<file path="config.mk">
export PLATFORM = sky130hd
export DESIGN_NAME = aes_inv_mix_columns
export DESIGN_NICKNAME = d
export VERILOG_FILES = /design/src/rtl/aes_pkg.sv /design/src/rtl/aes_inv_mix_column.sv /design/src/rtl/aes_inv_mix_columns.sv
export SDC_FILE = /design/constraint.sdc
export NUM_CORES = 1
export LEC_CHECK = 0
export ABC_CLOCK_PERIOD_IN_PS = 3820
export BUFFER_PORTS_ARGS = -buffer_cell sky130_fd_sc_hd__buf_2
export CAP_MARGIN = 30
export CELL_PAD_IN_SITES_DETAIL_PLACEMENT = 0
export CELL_PAD_IN_SITES_GLOBAL_PLACEMENT = 2
export CORE_MARGIN = 1.5
export CORE_UTILIZATION = 30
export CTS_CLUSTER_DIAMETER = 30
export DETAILED_ROUTE_END_ITERATION = 6
export PLACE_DENSITY = 0.82
export RECOVER_POWER = 100
export SYNTH_ARGS = -nofsm -noshare
export SYNTH_HDL_FRONTEND = slang
export SYNTH_SLANG_ARGS = --single-unit
</file>
<file path="constraint.sdc">
create_clock -name clk -period 3.82 [get_ports clk]
set_input_delay 0.764 -clock clk [delete_from_list [all_inputs] [get_ports clk]]
set_output_delay 0.764 -clock clk [all_outputs]
set_load 0.1 [all_outputs]
</file>
<file path="src/rtl/aes_pkg.sv">
// Shared AES definitions: engine FSM states, GF(2^8) reduction constant,
// column/byte slicing helpers and the xtime primitive.
package aes_pkg;

  localparam int unsigned BYTE_W    = 8;
  localparam int unsigned COL_W     = 32;
  localparam int unsigned NUM_COLS  = 4;
  localparam int unsigned STATE_W   = COL_W * NUM_COLS;
  localparam int unsigned COL_IDX_W = 2;

  // Byte lane MSBs inside a column; byte 0 sits in the top lane.
  localparam int unsigned B0_MSB = COL_W - 1;
  localparam int unsigned B1_MSB = COL_W - 1 - BYTE_W;
  localparam int unsigned B2_MSB = COL_W - 1 - 2 * BYTE_W;
  localparam int unsigned B3_MSB = COL_W - 1 - 3 * BYTE_W;

  localparam logic [BYTE_W-1:0] AES_POLY = 8'h1B;

  typedef enum logic [1:0] {
    IDLE = 2'd0,
    BUSY = 2'd1,
    DONE = 2'd2
  } state_e;

  // Multiply by {02} modulo x^8 + x^4 + x^3 + x + 1.
  function automatic logic [BYTE_W-1:0] xtime(input logic [BYTE_W-1:0] b);
    return {b[BYTE_W-2:0], 1'b0} ^ (b[BYTE_W-1] ? AES_POLY : 8'h00);
  endfunction

  function automatic logic [COL_W-1:0] get_col(input logic [STATE_W-1:0]   s,
                                               input logic [COL_IDX_W-1:0] c);
    logic [COL_W-1:0] r;
    r = '0;
    case (c)
      2'd0:    r = s[STATE_W-1 -: COL_W];
      2'd1:    r = s[STATE_W-1-COL_W -: COL_W];
      2'd2:    r = s[STATE_W-1-2*COL_W -: COL_W];
      default: r = s[STATE_W-1-3*COL_W -: COL_W];
    endcase
    return r;
  endfunction

  function automatic logic [STATE_W-1:0] put_col(input logic [STATE_W-1:0]   s,
                                                 input logic [COL_IDX_W-1:0] c,
                                                 input logic [COL_W-1:0]     v);
    logic [STATE_W-1:0] r;
    r = s;
    case (c)
      2'd0:    r[STATE_W-1 -: COL_W]         = v;
      2'd1:    r[STATE_W-1-COL_W -: COL_W]   = v;
      2'd2:    r[STATE_W-1-2*COL_W -: COL_W] = v;
      default: r[STATE_W-1-3*COL_W -: COL_W] = v;
    endcase
    return r;
  endfunction

endpackage

</file>
<file path="src/rtl/aes_inv_mix_column.sv">
// Combinational single-column InvMixColumns built from xtime chains.
// With AES_IMC_FWD_EN defined, a fwd input selects forward MixColumns instead.
module aes_inv_mix_column
  import aes_pkg::*;
(
`ifdef AES_IMC_FWD_EN
  input  logic             fwd,
`endif
  input  logic [COL_W-1:0] column,
  output logic [COL_W-1:0] result_c
);

  logic [BYTE_W-1:0] a0, a1, a2, a3;
  logic [COL_W-1:0]  inv_col;

  assign a0 = column[B0_MSB -: BYTE_W];
  assign a1 = column[B1_MSB -: BYTE_W];
  assign a2 = column[B2_MSB -: BYTE_W];
  assign a3 = column[B3_MSB -: BYTE_W];

  // {0e}p ^ {0b}q ^ {0d}r ^ {09}s, each factor decomposed into x2/x4/x8 terms.
  function automatic logic [BYTE_W-1:0] inv_row(input logic [BYTE_W-1:0] p,
                                                input logic [BYTE_W-1:0] q,
                                                input logic [BYTE_W-1:0] r,
                                                input logic [BYTE_W-1:0] s);
    logic [BYTE_W-1:0] p2, p4, p8, q2, q4, q8, r2, r4, r8, s2, s4, s8;
    p2 = xtime(p); p4 = xtime(p2); p8 = xtime(p4);
    q2 = xtime(q); q4 = xtime(q2); q8 = xtime(q4);
    r2 = xtime(r); r4 = xtime(r2); r8 = xtime(r4);
    s2 = xtime(s); s4 = xtime(s2); s8 = xtime(s4);
    return (p8 ^ p4 ^ p2) ^ (q8 ^ q2 ^ q) ^ (r8 ^ r4 ^ r) ^ (s8 ^ s);
  endfunction

  assign inv_col = {inv_row(a0, a1, a2, a3), inv_row(a1, a2, a3, a0),
                    inv_row(a2, a3, a0, a1), inv_row(a3, a0, a1, a2)};

`ifdef AES_IMC_FWD_EN
  // {02}p ^ {03}q ^ r ^ s
  function automatic logic [BYTE_W-1:0] fwd_row(input logic [BYTE_W-1:0] p,
                                                input logic [BYTE_W-1:0] q,
                                                input logic [BYTE_W-1:0] r,
                                                input logic [BYTE_W-1:0] s);
    return xtime(p) ^ xtime(q) ^ q ^ r ^ s;
  endfunction

  logic [COL_W-1:0] fwd_col;

  assign fwd_col  = {fwd_row(a0, a1, a2, a3), fwd_row(a1, a2, a3, a0),
                     fwd_row(a2, a3, a0, a1), fwd_row(a3, a0, a1, a2)};
  assign result_c = fwd ? fwd_col : inv_col;
`else
  assign result_c = inv_col;
`endif

endmodule

</file>
<file path="src/rtl/aes_inv_mix_columns.sv">
// Iterative InvMixColumns engine: one column per clock between two
// valid/ready handshakes. AES_IMC_FWD_EN adds a per-block forward-mode select.
module aes_inv_mix_columns
  import aes_pkg::*;
(
  input  logic               clk,
  input  logic               rst,
  input  logic               in_valid,
  output logic               in_ready,
  input  logic [STATE_W-1:0] in_data,
  output logic               out_valid,
  input  logic               out_ready,
  output logic [STATE_W-1:0] out_data
`ifdef AES_IMC_FWD_EN
  ,
  input  logic               fwd
`endif
);

  state_e                 state_q, state_d;
  logic [COL_IDX_W-1:0]   col_q, col_d;
  logic [STATE_W-1:0]     data_q, data_d;
  logic                   alive_q;
  logic [COL_W-1:0]       col_cur, col_new;

`ifdef AES_IMC_FWD_EN
  logic fwd_q, fwd_d;
`endif

  assign col_cur  = get_col(data_q, col_q);
  assign out_data = data_q;

  aes_inv_mix_column u_col (
`ifdef AES_IMC_FWD_EN
    .fwd      (fwd_q),
`endif
    .column   (col_cur),
    .result_c (col_new)
  );

  // alive_q holds in_ready low through reset and the first cycle after it.
  always_ff @(posedge clk) begin
    if (rst) begin
      state_q <= IDLE;
      col_q   <= '0;
      data_q  <= '0;
      alive_q <= 1'b0;
`ifdef AES_IMC_FWD_EN
      fwd_q   <= 1'b0;
`endif
    end else begin
      state_q <= state_d;
      col_q   <= col_d;
      data_q  <= data_d;
      alive_q <= 1'b1;
`ifdef AES_IMC_FWD_EN
      fwd_q   <= fwd_d;
`endif
    end
  end

  always_comb begin
    state_d   = state_q;
    col_d     = col_q;
    data_d    = data_q;
    in_ready  = 1'b0;
    out_valid = 1'b0;
`ifdef AES_IMC_FWD_EN
    fwd_d     = fwd_q;
`endif
    case (state_q)
      IDLE: begin
        in_ready = alive_q;
        if (in_valid && alive_q) begin
          data_d  = in_data;
          col_d   = '0;
          state_d = BUSY;
`ifdef AES_IMC_FWD_EN
          fwd_d   = fwd;
`endif
        end
      end
      BUSY: begin
        data_d = put_col(data_q, col_q, col_new);
        col_d  = col_q + 2'd1;
        if (col_q == 2'd3) state_d = DONE;
      end
      DONE: begin
        out_valid = 1'b1;
        in_ready  = out_ready;
        if (out_ready) begin
          if (in_valid) begin
            data_d  = in_data;
            col_d   = '0;
            state_d = BUSY;
`ifdef AES_IMC_FWD_EN
            fwd_d   = fwd;
`endif
          end else begin
            state_d = IDLE;
          end
        end
      end
      default: state_d = IDLE;
    endcase
  end

endmodule
</file>
### After elaboration in Yosys (flattened, before gate mapping)

Index checks and enable logic that the tools add are counted.
Widths: inputs -> output; s select.

* bits in registers: 133
* bits in latches: 0
* RAM bits: 0
* memory bits (read-only): 0
* input bits: 132
* output and inout port bits: 130
* logic and storage cells: 113
* memories kept: 0

* add/sub/neg operators: 1
* multiply operators: 0
* divide/modulo/power cells: 0
* order comparisons: 0
* equality and inequality tests: 13
* shift-type cells: 0
* muxes and demuxes: 33
* bitwise logic cells: 48
* reduce and logical (&&, ||, !) cells: 11

Operators with widths (number)
* $mux 128: 3
* $pmux 128 s3: 1
* $xor 8x8->8: 48
* $mux 32: 4
* $pmux 32 s3: 1
* $mux 5: 12
* $reduce_and 5->1: 4
* $mux 2: 6
* $pmux 2 s3: 2
* $ne 2x2->1 const B: 5
* $eq 2x2->1 const B: 3
* $ne 2x1->1 const B: 3
* $eq 2x1->1 const B: 2
* $logic_not 2->1: 2
* $reduce_and 4->1: 1
* $mux 1: 3
* $reduce_and 3->1: 1
* $reduce_bool 3->1: 1
* $reduce_or 3->1: 1
* $add 2x1->2 const B: 1
* $pmux 1 s2: 1
* $logic_and 1x1->1: 1

### Longest topological paths before layout

* word-level depth: 15
* mapped depth: 13
* depth with buffers taken out: 10

### Hierarchy

Synthesis repeated with hierarchy kept, for this count alone.

* cells, all modules: 1015
* area total of the unflattened synthesis: 9631.7 um^2

By module, submodules not included
* aes_inv_mix_columns: times used 1, cells an instance 799, area an instance 7335.8 um^2, seq. area each 2662.6 um^2
* aes_inv_mix_column: times used 1, cells an instance 216, area an instance 2296.0 um^2, seq. area each 0.0 um^2

### Least setup slack after synthesis

No wires, ideal clock.

* path kind: register -> register
* from: reg data_q[125], in the netlist out_data[125]
* to: reg data_q[60], in the netlist out_data[60]
* library setup time: 0.075 ns
* arrival time: 3.417 ns
* data required time: 3.745 ns
* path slack: 0.327 ns
* stages on the path, launching flop included: 9
* path buffers: 0
* clock period less this slack: 3.493 ns
* cells stage by stage: dfxtp_1 > a222oi_1 > a21oi_1 > xnor2_1 > xnor3_2 > xor2_2 > xnor3_1 > or2_4 > a31oi_2

* longest elaborated chain between the ends: 12

Ends and longest elaborated chain
* start, declared: RTL line aes_inv_mix_columns.sv:22 `logic [STATE_W-1:0] data_q, data_d;`
* start signal, assigned: RTL line aes_inv_mix_columns.sv:54 `data_q <= data_d;`
* $pmux 32 s3: RTL line aes_pkg.sv:34 `case (c)`
* $xor 8x8->8 (2 in a row): RTL line aes_pkg.sv:27 `return {b[BYTE_W-2:0], 1'b0} ^ (b[BYTE_W-1] ? AES_POLY : 8'h00);`
* $mux 5: RTL line aes_pkg.sv:27
* $xor 8x8->8: RTL line aes_pkg.sv:27
* $xor 8x8->8 (5 in a row): RTL line aes_inv_mix_column.sv:31 `return (p8 ^ p4 ^ p2) ^ (q8 ^ q2 ^ q) ^ (r8 ^ r4 ^ r) ^ (s8 ^ s);`
* $mux 32: RTL line aes_pkg.sv:48 `case (c)`
* $pmux 128 s3: RTL line aes_inv_mix_columns.sv:71 `case (state_q)`

No other way between the ends. The select of a mux whose other input is x is not followed.
A chain may end at the register's enable or synchronous reset.

### Worst setup path after layout

* from: reg col_q[1]
* to: reg data_q[91], in the netlist out_data[91]

* longest elaborated chain between the ends: 13
* elaborated cells between the ends (all ways): 40
* classes of those cells: eq/ne: 3; mux: 13; bitwise: 22; reduce/logical: 2

Ends and longest elaborated chain
* start, declared: RTL line aes_inv_mix_columns.sv:21 `logic [COL_IDX_W-1:0] col_q, col_d;`
* start signal, assigned: RTL line aes_inv_mix_columns.sv:53 `col_q <= col_d;`
* $eq 2x2->1 (tied with other cells): RTL line aes_pkg.sv:34
* $pmux 32 s3: RTL line aes_pkg.sv:34
* $mux 5 or $xor 8x8->8 (tied branches): RTL line aes_pkg.sv:27
* $xor 8x8->8: RTL line aes_pkg.sv:27
* $xor 8x8->8 or $mux 5 (tied branches): RTL line aes_pkg.sv:27
* $xor 8x8->8: RTL line aes_pkg.sv:27
* $xor 8x8->8 (5 in a row): RTL line aes_inv_mix_column.sv:31
* $mux 32: RTL line aes_pkg.sv:48
* $pmux 128 s3: RTL line aes_inv_mix_columns.sv:71

Parallel ways exist; a longest one is shown, timed or not. The select of a mux whose other input is x is not followed.

==> key figures <==
Die
  • # IOs: 262
  • Die width: roughly 170 um
  • Rows: 60
  • Starting Density: 0.308
  • Die footprint: 28900 um^2
  • Die Y-Extent: 170 um
  • Core area: 27200 um^2

Layout
  • Area growth, synth to finish: 30.9%
  • Fraction of layout cells with a size suffix above 1: 0.202
  • Non-filler cells, final: 1676
  • Antenna Cells: 0
  • Nets: 1427

Synthesis
  • Post-synth EDFFs: 0
  • Mapped Avg Cell Area: around 8.3 um^2
  • Synthesized Nets: about 1100
  • Unique masters post-synth: 37
  • Seq/Total Area, Yosys: 0.318
  • Ys async rst share: 0
  • Flops & latches, synth: about 130
  • Synth Flop Type: dfxtp_1
  • Synth Cell Area: between 8000 and 9000 um^2
  • Synthesized instance count: between 1000 and 1500
  • Ys Warns: 0

Clocking
  • Clock latency on the worst-skew pair: about 430 ps
  • TritonCTS Buffers: 17
  • Clk slew on worst S/H paths: approximately 60 ps
  • Hold-fix buffers, CTS: 0
  • CTS tree: yes
  • Root buf cell: clkbuf_16
  • Longest Clk Path Bufs: 2
  • Post-CTS Resized: 0
  • Clk sink count: around 130
  • Htree depth: 4

Placed design
  • Placed insts: about 1600
  • I/O Buffers: 261
  • RePlAce Congestion: 0.953
  • DP Worst Slack: 111 ps
  • Post-detail-place hpwl: a little under 30 mm

Route
  • Vias per cell: ~5.4
  • Vias post-DR: 9043
  • WL/cell: approximately 22 um
  • DRC viols: 4
  • Final wirelength: around 38 mm
  • DRT antenna net count: 0
  • DRT Pass-1 Iters: 7
  • 1st-iter DRT viols: around 900

STA
  • Worst Skew: 19.8 ps
  • F_max: roughly 270 MHz
  • Max-slew violations: 0
  • Setup violators final: 0
  • Period utilization: 0.954
  • Sum Neg Setup Slack: 0 ps
  • Min Tclk post-route: approximately 3600 ps
  • Slew margin rel.: 0.108
  • Final hold viol count: 0
  • RSZ-0062 raised after global routing: no
  • Final worst slack: 177 ps
  • Worst Tran Pin Value: 1340 ps

Global routing
  • Largest net degree at the start of global routing: ~70
  • GRT Total Usage: 0.257
  • First-pass GRT wire length: ~54 mm
  • GR Overflow Total: 0
  • Vias in the first global route: 8550
  • Initial antenna violation count: 2

Worst setup path
  • CP Max Fanout: 24
  • CP Capture Type: flip-flop
  • CP Launch Type: flip-flop
  • Critical path class: reg2reg
  • Req. time, crit path: just over 4000 ps
  • Worst Path Arrival: 3930 ps

Worst hold path
  • Worst min path class: reg2reg

Power and ir drop
  • Tot Pwr: 9.44 mW
  • Pwr Density: 863 nW/um^2
  • Leakage: roughly 4.5 nW
  • IR drop worst, VDD: 0.300 mV

Run status
  • Violated checks: DRC
  • Run status: finished with violations

Run
  • Max-Cap Viols: 0
stage by stage:
stage	hold WS, ps	util	cell area, um^2
after floorplan	516	-	8370
after global placement	547	0.389	10600
after detailed placement	541	0.390	10600
after CTS	554	0.411	11200
after global routing	587	0.403	10900
final	560	0.403	10900
synth_stat cells (2+ instances only):
cell,n,area (um^2)
xnor2_1,139,1220
dfxtp_1,133,2660
a21oi_2,8,70.1
and3_1,6,37.5
xor2_1,36,315
xnor2_2,4,65.1
xnor3_1,22,495
nor2_1,27,101
o21a_1,5,37.5
inv_1,8,30.0
a222oi_1,32,320
a31oi_2,2,25.0
a21oi_1,43,215
mux2i_1,2,20.0
buf_2,11,55.1
ha_1,4,50.1
nand2_1,154,578
a31oi_1,120,751
buf_1,4,15.0
buf_6,3,33.8
o21ai_0,128,641
nor2b_1,29,181
nand3b_1,3,22.5
o22ai_1,8,50.1
clkbuf_1,61,229
logic make-up after synthesis:
group                      count (synthesis)  synth area share
muxes                                      3           0.00419
DFF                                      133             0.318
adders and majority gates                  4           0.00598
and+or+nand+nor                          223             0.113
buffers and inverters                     87            0.0434
xor gates and xnor gates                 204             0.258
AOI/OAI and AO/OA                        350             0.257
cell usage in the layout (no fill, tap or decap), types with 27 or more instances in the layout:
master	count
a21oi_1	43
a222oi_1	32
a31oi_1	120
buf_2	131
buf_4	62
clkbuf_1	139
dfxtp_1	133
nand2_1	154
nor2_1	27
nor2b_1	29
o21ai_0	128
xnor2_1	140
xor2_1	36
area by class of cell:
type | count | area [um^2]
Inverter | 8 | 30.0
Timing Repair Buffer | 347 | 1880
Sequential cell | 133 | 2660
Clock inverter | 15 | 145
Fill cell | 2965 | 16200
Clock buffer | 17 | 425
Multi-Input combinational cell | 784 | 5340
Tap cell | 372 | 465
critical path, cell delays in order (launching register included):
cell      delay, ps
dfxtp_1         370
inv_1            80
ha_1            240
buf_12          180
buf_4           180
a222oi_1        480
mux2i_1         300
buf_4           250
xnor2_1         280
xnor2_1         170
xnor3_1         290
xnor3_1         390
nand2_1         180
a31oi_1         110
state kept, by name (all words and copies together) (netlist names):
name / count
alive_q: 1
col_q: 2
out_data: 128
state_q: 2
power by group:
| part | internal, mW | total [mW] | switching [mW] | leakage (nW) |
|---|---|---|---|---|
| Combinational | 2.25 | 6.01 | 3.76 | 3.10 |
| Sequential | 1.58 | 1.81 | 0.230 | 1.10 |
| Clock | 0.913 | 1.62 | 0.710 | 0.271 |
path summary, 6_finish.rpt:
kind / startpoint / to / slack (ps) / cells past startpoint
setup / recovery: col_q[1] / out_data[91] / 180 / 13
hold / removal: out_data[71] / out_data[71] / 560 / 2
setup reg to reg: col_q[1] / out_data[91] / 180 / 13
hold reg to reg: out_data[71] / out_data[71] / 560 / 2
metal layers:
layer  vias to the layer above  GRT usage  routed length, um
li1                       4166          -                  -
met3                        61     0.0449               2710
met1                      4366      0.351              16500
met2                       448      0.403              17300
met4                         2     0.0947               1140
met5                         -          0                 13
repair_timing:
action | CTS | global route
setup endpoints to repair | 0 | 13
endpoints found under the hold margin | 0 | 0
setup buffers | 0 | 1
No activity file was read; power rests on OpenSTA's default activity.
